===== src/rtl/brdg_axi_slave_cmd_split_pkg.sv =====
// Shared definitions for the AXI slave command splitter: field widths, burst encodings,
// FSM state encoding and the size clamp helper.
`ifndef IDW
`define IDW 8
`endif
`ifndef CTXW
`define CTXW 20
`endif

package brdg_axi_slave_cmd_split_pkg;

   localparam logic [1:0] BURST_FIXED = 2'b00;
   localparam logic [1:0] BURST_INCR  = 2'b01;
   localparam logic [1:0] BURST_WRAP  = 2'b10;

   typedef enum logic [1:0] {
      IDLE = 2'd0,
      CALC = 2'd1,
      SEND = 2'd2
   } split_state_e;

   // Oversized AXI sizes are still emitted, just computed as the largest legal beat.
   function automatic logic [2:0] clamp_size(input logic [2:0] size, input int unsigned limit);
      if (32'(size) > limit) begin
         return 3'(limit);
      end
      return size;
   endfunction

endpackage


===== src/rtl/brdg_cmd_chunk_calc.sv =====
// Combinational chunk sizing: aligns the current address to the beat size and limits the
// chunk so it never crosses a 2^BOUNDARY_LOG2-byte boundary.
module brdg_cmd_chunk_calc
   import brdg_axi_slave_cmd_split_pkg::*;
#(
   parameter int BOUNDARY_LOG2 = 7
) (
   input  logic [63:0] addr,
   input  logic [2:0]  size,
   input  logic [8:0]  remaining,
   input  logic [1:0]  burst,
   output logic [8:0]  beats,
   output logic        last,
   output logic [63:0] next_addr
);

   logic [63:0] size_mask;
   logic [63:0] aaddr;
   logic [15:0] to_bnd;

   // size is pre-clamped to <= BOUNDARY_LOG2, so to_bnd is always at least one beat
   always_comb begin
      size_mask = (64'd1 << size) - 64'd1;
      aaddr     = addr & ~size_mask;
      to_bnd    = ((16'd1 << BOUNDARY_LOG2) - 16'(aaddr[BOUNDARY_LOG2-1:0])) >> size;
      if (burst == BURST_FIXED) begin
         beats = 9'd1;
      end else if (to_bnd < 16'(remaining)) begin
         beats = to_bnd[8:0];
      end else begin
         beats = remaining;
      end
      last = (beats == remaining);
      if (burst == BURST_FIXED) begin
         next_addr = addr;
      end else begin
         next_addr = aaddr + (64'(beats) << size);
      end
   end

endmodule


===== src/rtl/brdg_axi_slave_cmd_split.sv =====
// Pops one AXI command from an FWFT FIFO and emits it as boundary-aligned chunks.
// Optional macro BRDG_CMD_SPLIT_CNT_EN adds cmd_cnt/chunk_cnt statistics outputs.
module brdg_axi_slave_cmd_split
   import brdg_axi_slave_cmd_split_pkg::*;
#(
   parameter int BOUNDARY_LOG2 = 7,
   parameter int MAX_SIZE      = 6
) (
   input  logic              clk,
   input  logic              rst_n,
   input  logic [`IDW-1:0]   cf_id,
   input  logic [63:0]       cf_addr,
   input  logic [7:0]        cf_len,
   input  logic [2:0]        cf_size,
   input  logic [1:0]        cf_burst,
   input  logic [`CTXW-1:0]  cf_user,
   input  logic              cf_empty,
   output logic              cf_rd_en,
   output logic              req_valid,
   input  logic              req_ready,
   output logic [`IDW-1:0]   req_id,
   output logic [63:0]       req_addr,
   output logic [8:0]        req_beats,
   output logic [2:0]        req_size,
   output logic [`CTXW-1:0]  req_user,
   output logic              req_first,
   output logic              req_last,
   output logic              cmd_err
`ifdef BRDG_CMD_SPLIT_CNT_EN
   ,
   output logic [31:0]       cmd_cnt,
   output logic [31:0]       chunk_cnt
`endif
);

   localparam int SIZE_LIMIT = (MAX_SIZE < BOUNDARY_LOG2) ? MAX_SIZE : BOUNDARY_LOG2;

   split_state_e state, state_nxt;
   logic [63:0]  cmd_addr;
   logic [8:0]   remaining;
   logic [1:0]   cmd_burst;
   logic         first;
   logic [2:0]   eff_size;
   logic         cmd_bad;
   logic [8:0]   calc_beats;
   logic         calc_last;
   logic [63:0]  calc_next_addr;

   assign eff_size = clamp_size(req_size, SIZE_LIMIT);
   assign cmd_bad  = (cmd_burst == BURST_WRAP) || (int'(req_size) > MAX_SIZE) ||
                     (int'(req_size) > BOUNDARY_LOG2);

   brdg_cmd_chunk_calc #(
      .BOUNDARY_LOG2(BOUNDARY_LOG2)
   ) u_calc (
      .addr      (cmd_addr),
      .size      (eff_size),
      .remaining (remaining),
      .burst     (cmd_burst),
      .beats     (calc_beats),
      .last      (calc_last),
      .next_addr (calc_next_addr)
   );

   always_ff @(posedge clk) begin
      if (!rst_n) begin
         state <= IDLE;
      end else begin
         state <= state_nxt;
      end
   end

   // The pop is gated by rst_n so nothing leaves the FIFO while reset is held.
   always_comb begin
      state_nxt = state;
      cf_rd_en  = 1'b0;
      req_valid = 1'b0;
      cmd_err   = 1'b0;
      unique case (state)
         IDLE: begin
            if (!cf_empty && rst_n) begin
               cf_rd_en  = 1'b1;
               state_nxt = CALC;
            end
         end
         CALC: begin
            cmd_err   = first && cmd_bad;
            state_nxt = SEND;
         end
         SEND: begin
            req_valid = 1'b1;
            if (req_ready) begin
               state_nxt = req_last ? IDLE : CALC;
            end
         end
         default: state_nxt = IDLE;
      endcase
   end

   // In SEND the calc inputs are unchanged since CALC, so calc_next_addr matches req_beats.
   always_ff @(posedge clk) begin
      if (!rst_n) begin
         cmd_addr  <= '0;
         remaining <= '0;
         cmd_burst <= '0;
         first     <= 1'b0;
         req_id    <= '0;
         req_addr  <= '0;
         req_beats <= '0;
         req_size  <= '0;
         req_user  <= '0;
         req_first <= 1'b0;
         req_last  <= 1'b0;
      end else begin
         unique case (state)
            IDLE: begin
               if (cf_rd_en) begin
                  cmd_addr  <= cf_addr;
                  remaining <= {1'b0, cf_len} + 9'd1;
                  cmd_burst <= cf_burst;
                  first     <= 1'b1;
                  req_id    <= cf_id;
                  req_size  <= cf_size;
                  req_user  <= cf_user;
               end
            end
            CALC: begin
               req_addr  <= cmd_addr;
               req_beats <= calc_beats;
               req_first <= first;
               req_last  <= calc_last;
            end
            SEND: begin
               if (req_ready) begin
                  remaining <= remaining - req_beats;
                  first     <= 1'b0;
                  cmd_addr  <= calc_next_addr;
               end
            end
            default: ;
         endcase
      end
   end

`ifdef BRDG_CMD_SPLIT_CNT_EN
   always_ff @(posedge clk) begin
      if (!rst_n) begin
         cmd_cnt   <= '0;
         chunk_cnt <= '0;
      end else begin
         if (cf_rd_en) begin
            cmd_cnt <= cmd_cnt + 32'd1;
         end
         if (req_valid && req_ready) begin
            chunk_cnt <= chunk_cnt + 32'd1;
         end
      end
   end
`endif

endmodule

===== config.mk =====
export PLATFORM = sky130hd
export DESIGN_NAME = brdg_axi_slave_cmd_split
export DESIGN_NICKNAME = d
export VERILOG_FILES = /design/src/rtl/brdg_axi_slave_cmd_split_pkg.sv /design/src/rtl/brdg_cmd_chunk_calc.sv /design/src/rtl/brdg_axi_slave_cmd_split.sv
export SDC_FILE = /design/constraint.sdc
export NUM_CORES = 1
export LEC_CHECK = 0
export CORE_MARGIN = 10
export CORE_UTILIZATION = 45
export CTS_CLUSTER_DIAMETER = 100
export DETAILED_ROUTE_END_ITERATION = 7
export PLACE_DENSITY_LB_ADDON = 0.12
export SYNTH_ARGS = -nofsm -noshare
export SYNTH_HDL_FRONTEND = slang
export SYNTH_SLANG_ARGS = --single-unit
export TNS_END_PERCENT = 30

===== constraint.sdc =====
create_clock -name clk -period 10.05 [get_ports clk]
set_input_delay 2.01 -clock clk [delete_from_list [all_inputs] [get_ports clk]]
set_output_delay 2.01 -clock clk [all_outputs]
set_load 0.02 [all_outputs]

==> qor.yml <==
timing:
  tightest_slew_ns: 0.943
  fin_ws_ns: 1.76
  final_hold_viol_count: 0
  fin_crit_sh_pct: 82.4
  fin_setup_tns_ns: 0
  relSlewSlack_pct: 37.2
  final_max_slew_viol_count: 0
  setup_viol_count_final: 0
  rsz0062_at_grt: "false"
  min_period_ns: 8.29
  fin_skew_ns: 0.0166
  fmax_mhz: 121
clocking:
  clk_latency_ns: 0.44
  cts_resized: 0
  postCtsSetupRepairBufs: 0
  cts_max_level: 4
  hold_buffers: 0
  cts_sinks: 184
  ctsLongestPathBuffers: 2
  cts_tree: "yes"
  clockRootBuffer: "clkbuf_16"
  path_clk_slew_ns: 0.08
  cts_buffers: 17
detailed_routing:
  vias: 11200
  avgViaCountPerCell: 5.78
  drc: 0
  wirelength_um: 36600
  drt_iter0_markers: 948
  dr.pass1.iters: 5
  ant_nets: 0
  wire_per_inst_um: 18.9
synthesis:
  synth_area_um2: 10600
  ys_warn_count: 0
  yosysUniqueCellTypes: 80
  seq_area_frac_synth_pct: 34.8
  synth_edf_count: 0
  netlist.area_leader.share_pct: 34.8
  synth_cells: 1454
  ys_ff_latch: 184
  ys_top_cells_by_area: "dfxtp_1, nand2_1, a21oi_1"
  synthArstFlopShare_pct: 0
  synth.avg_cell_area_um2: 7.28
  synth_top_flop_cell: "dfxtp_1"
  yosys.area.top_type: "dfxtp_1"
pwr:
  p_int_mw: 1.36
  pwr-share-comb_pct: 28.7
  seqPwrFrac_pct: 39.1
  switching_share_pct: 35.0
  power-per-cell-area_nw_per_um2: 155
  leakage_nw: 4.94
  max-vdd-ir-drop_mv: 0.0945
  power_switching_uw: 731
  clkPwrFrac_pct: 32.1
critical_path:
  path_max_fanout: 40
  reg2reg_slack_ns: 1.76
  r2r-end: "cmd_addr[22]"
  criticalPathCategory: "reg2reg"
  crit_required_ns: 10.34
  startpoint_type: "register"
  worstPathArrival_ns: 8.58
  timing.rr.start: "req_size[1]"
  reg2reg_depth: 30
  slowest_stage: "nor3_1"
  cp-end-kind: "register"
  cp_slowest_stage_delay_ns: 0.67
layout:
  layout_common_cells: "nand2_1, clkdlybuf4s50_1, dfxtp_1"
  area_growth_pct: 27.3
  fillCellCount: 2250
  final_common_cell: "nand2_1"
  finalNetCount: 1744
  drive_gt1_share_pct: 5.15
min_path:
  hp-class: "reg2reg"
  hold_depth: 2
  hold_path_startpoint: "req_user[13]"
  hold_end: "req_user[13]"
die:
  rows: 56
  coreArea_um2: 23300
  ios: 218
  die_w_um: 173
  initial_core_util_pct: 45.3
  die-area_um2: 30000
  die_y_um: 173
job:
  cap_viol_max_count: 0
global_routing:
  grt_start_max_net_pins: 78
  antenna_found_initial: 1
  grt.overflow.total: 0
  grt_pass1_vias: 10500
  grtUsageTotal_pct: 23.5
  grt_pass1_wl_um: 58600
placement:
  gp_congestion: 0.906
  hpwlAfterDp_um: 25700
  place_ws_ns: 1.93
  io_buffers: 217
status:
  status: "finished clean"
==> cell families after synthesis <==
kind of cell               Yosys count  share of synthesized area (%)
and+or+nand+nor                    618                           25.9
AOI/OAI and AO/OA                  412                           25.0
DFF                                184                           34.8
buffers and inverters              156                           5.70
adders and majority gates           36                           4.40
xor gates and xnor gates            27                           2.24
muxes                               19                           1.90
other                                2                         0.0710
==> state kept, by name, indices dropped and copies added, names as in the netlist <==
signal / flops
req_addr: 64
cmd_addr: 64
req_user: 20
cmd_burst: 2
req_first: 1
remaining: 9
req_beats: 9
req_id: 8
first: 1
req_size: 3
state: 2
req_last: 1
==> final cells by class <==
class,count,area (um2),area share [%]
clock inverters,14,160,1.19
multi-input cells,1116,6330,47.0
repair buffers,235,2300,17.1
diodes,1,2.50,0.0186
flip-flops and latches,184,3680,27.3
well taps,319,399,2.96
inverters,45,170,1.26
clock buffers,17,425,3.16
==> cell usage after synthesis (all sizes together) (19+ instances only) <==
master	instances
a211oi	25
a21oi	155
buf	21
clkbuf	90
dfxtp	184
ha	34
inv	42
nand2	290
nand3	70
nand4	19
nor2	121
nor3	43
o21ai	73
xnor2	19
==> metal layers <==
layer,global-route usage (%),up-vias,routed length [um]
met5,0,-,0
met4,5.86,0,464
met3,7.12,38,3620
met2,34.3,481,15300
met1,32.8,5189,17200
li1,-,5449,-
==> how the worst max path moves through the flow <==
stage,end,cells past startpoint,start,slack [ns]
floorplan,cmd_addr[59],34,req_size[2],3.12
global placement,cmd_addr[22],29,req_size[1],2.00
detailed placement,cmd_addr[22],29,req_size[2],1.93
CTS,cmd_addr[22],29,req_size[2],1.89
global route,cmd_addr[59],30,req_size[1],1.20
finish,cmd_addr[22],30,req_size[1],1.76
==> critical path: cells and delay by family, from the launching register on <==
| kind | cells | cell delay, ns |
|---|---|---|
| adder cells (fa/ha/maj) | 3 | 1.11 |
| flip-flops | 1 | 0.31 |
| buffers and inverters | 2 | 0.59 |
| AO/OA/AOI/OAI | 14 | 3.48 |
| multiplexers | 2 | 0.58 |
| AND/OR/NAND/NOR | 9 | 2.04 |
==> power by group through the flow <==
stage	Clock (mW)	Combinational (mW)	Sequential, mW
after global placement	0	0.591	0.831
after detailed placement	0	0.590	0.832
after CTS	0.680	0.594	0.815
after global routing	0.710	0.656	0.823
after floorplan	0	0.397	0.833
final	0.670	0.599	0.816
==> per-stage QoR <==
stage                     instances  util, %  total power [mW]  area (um2)  hold WS, ns
after floorplan                1456        -              1.23       10600        0.434
after detailed placement       1899     55.2              1.42       12900        0.446
final                          1931     57.7              2.09       13500        0.454
after global placement         1899     55.2              1.42       12900        0.440
after global routing           1931     57.7              2.19       13500        0.475
after CTS                      1930     57.7              2.09       13500        0.456
No activity file was read; power rests on OpenSTA's default activity.
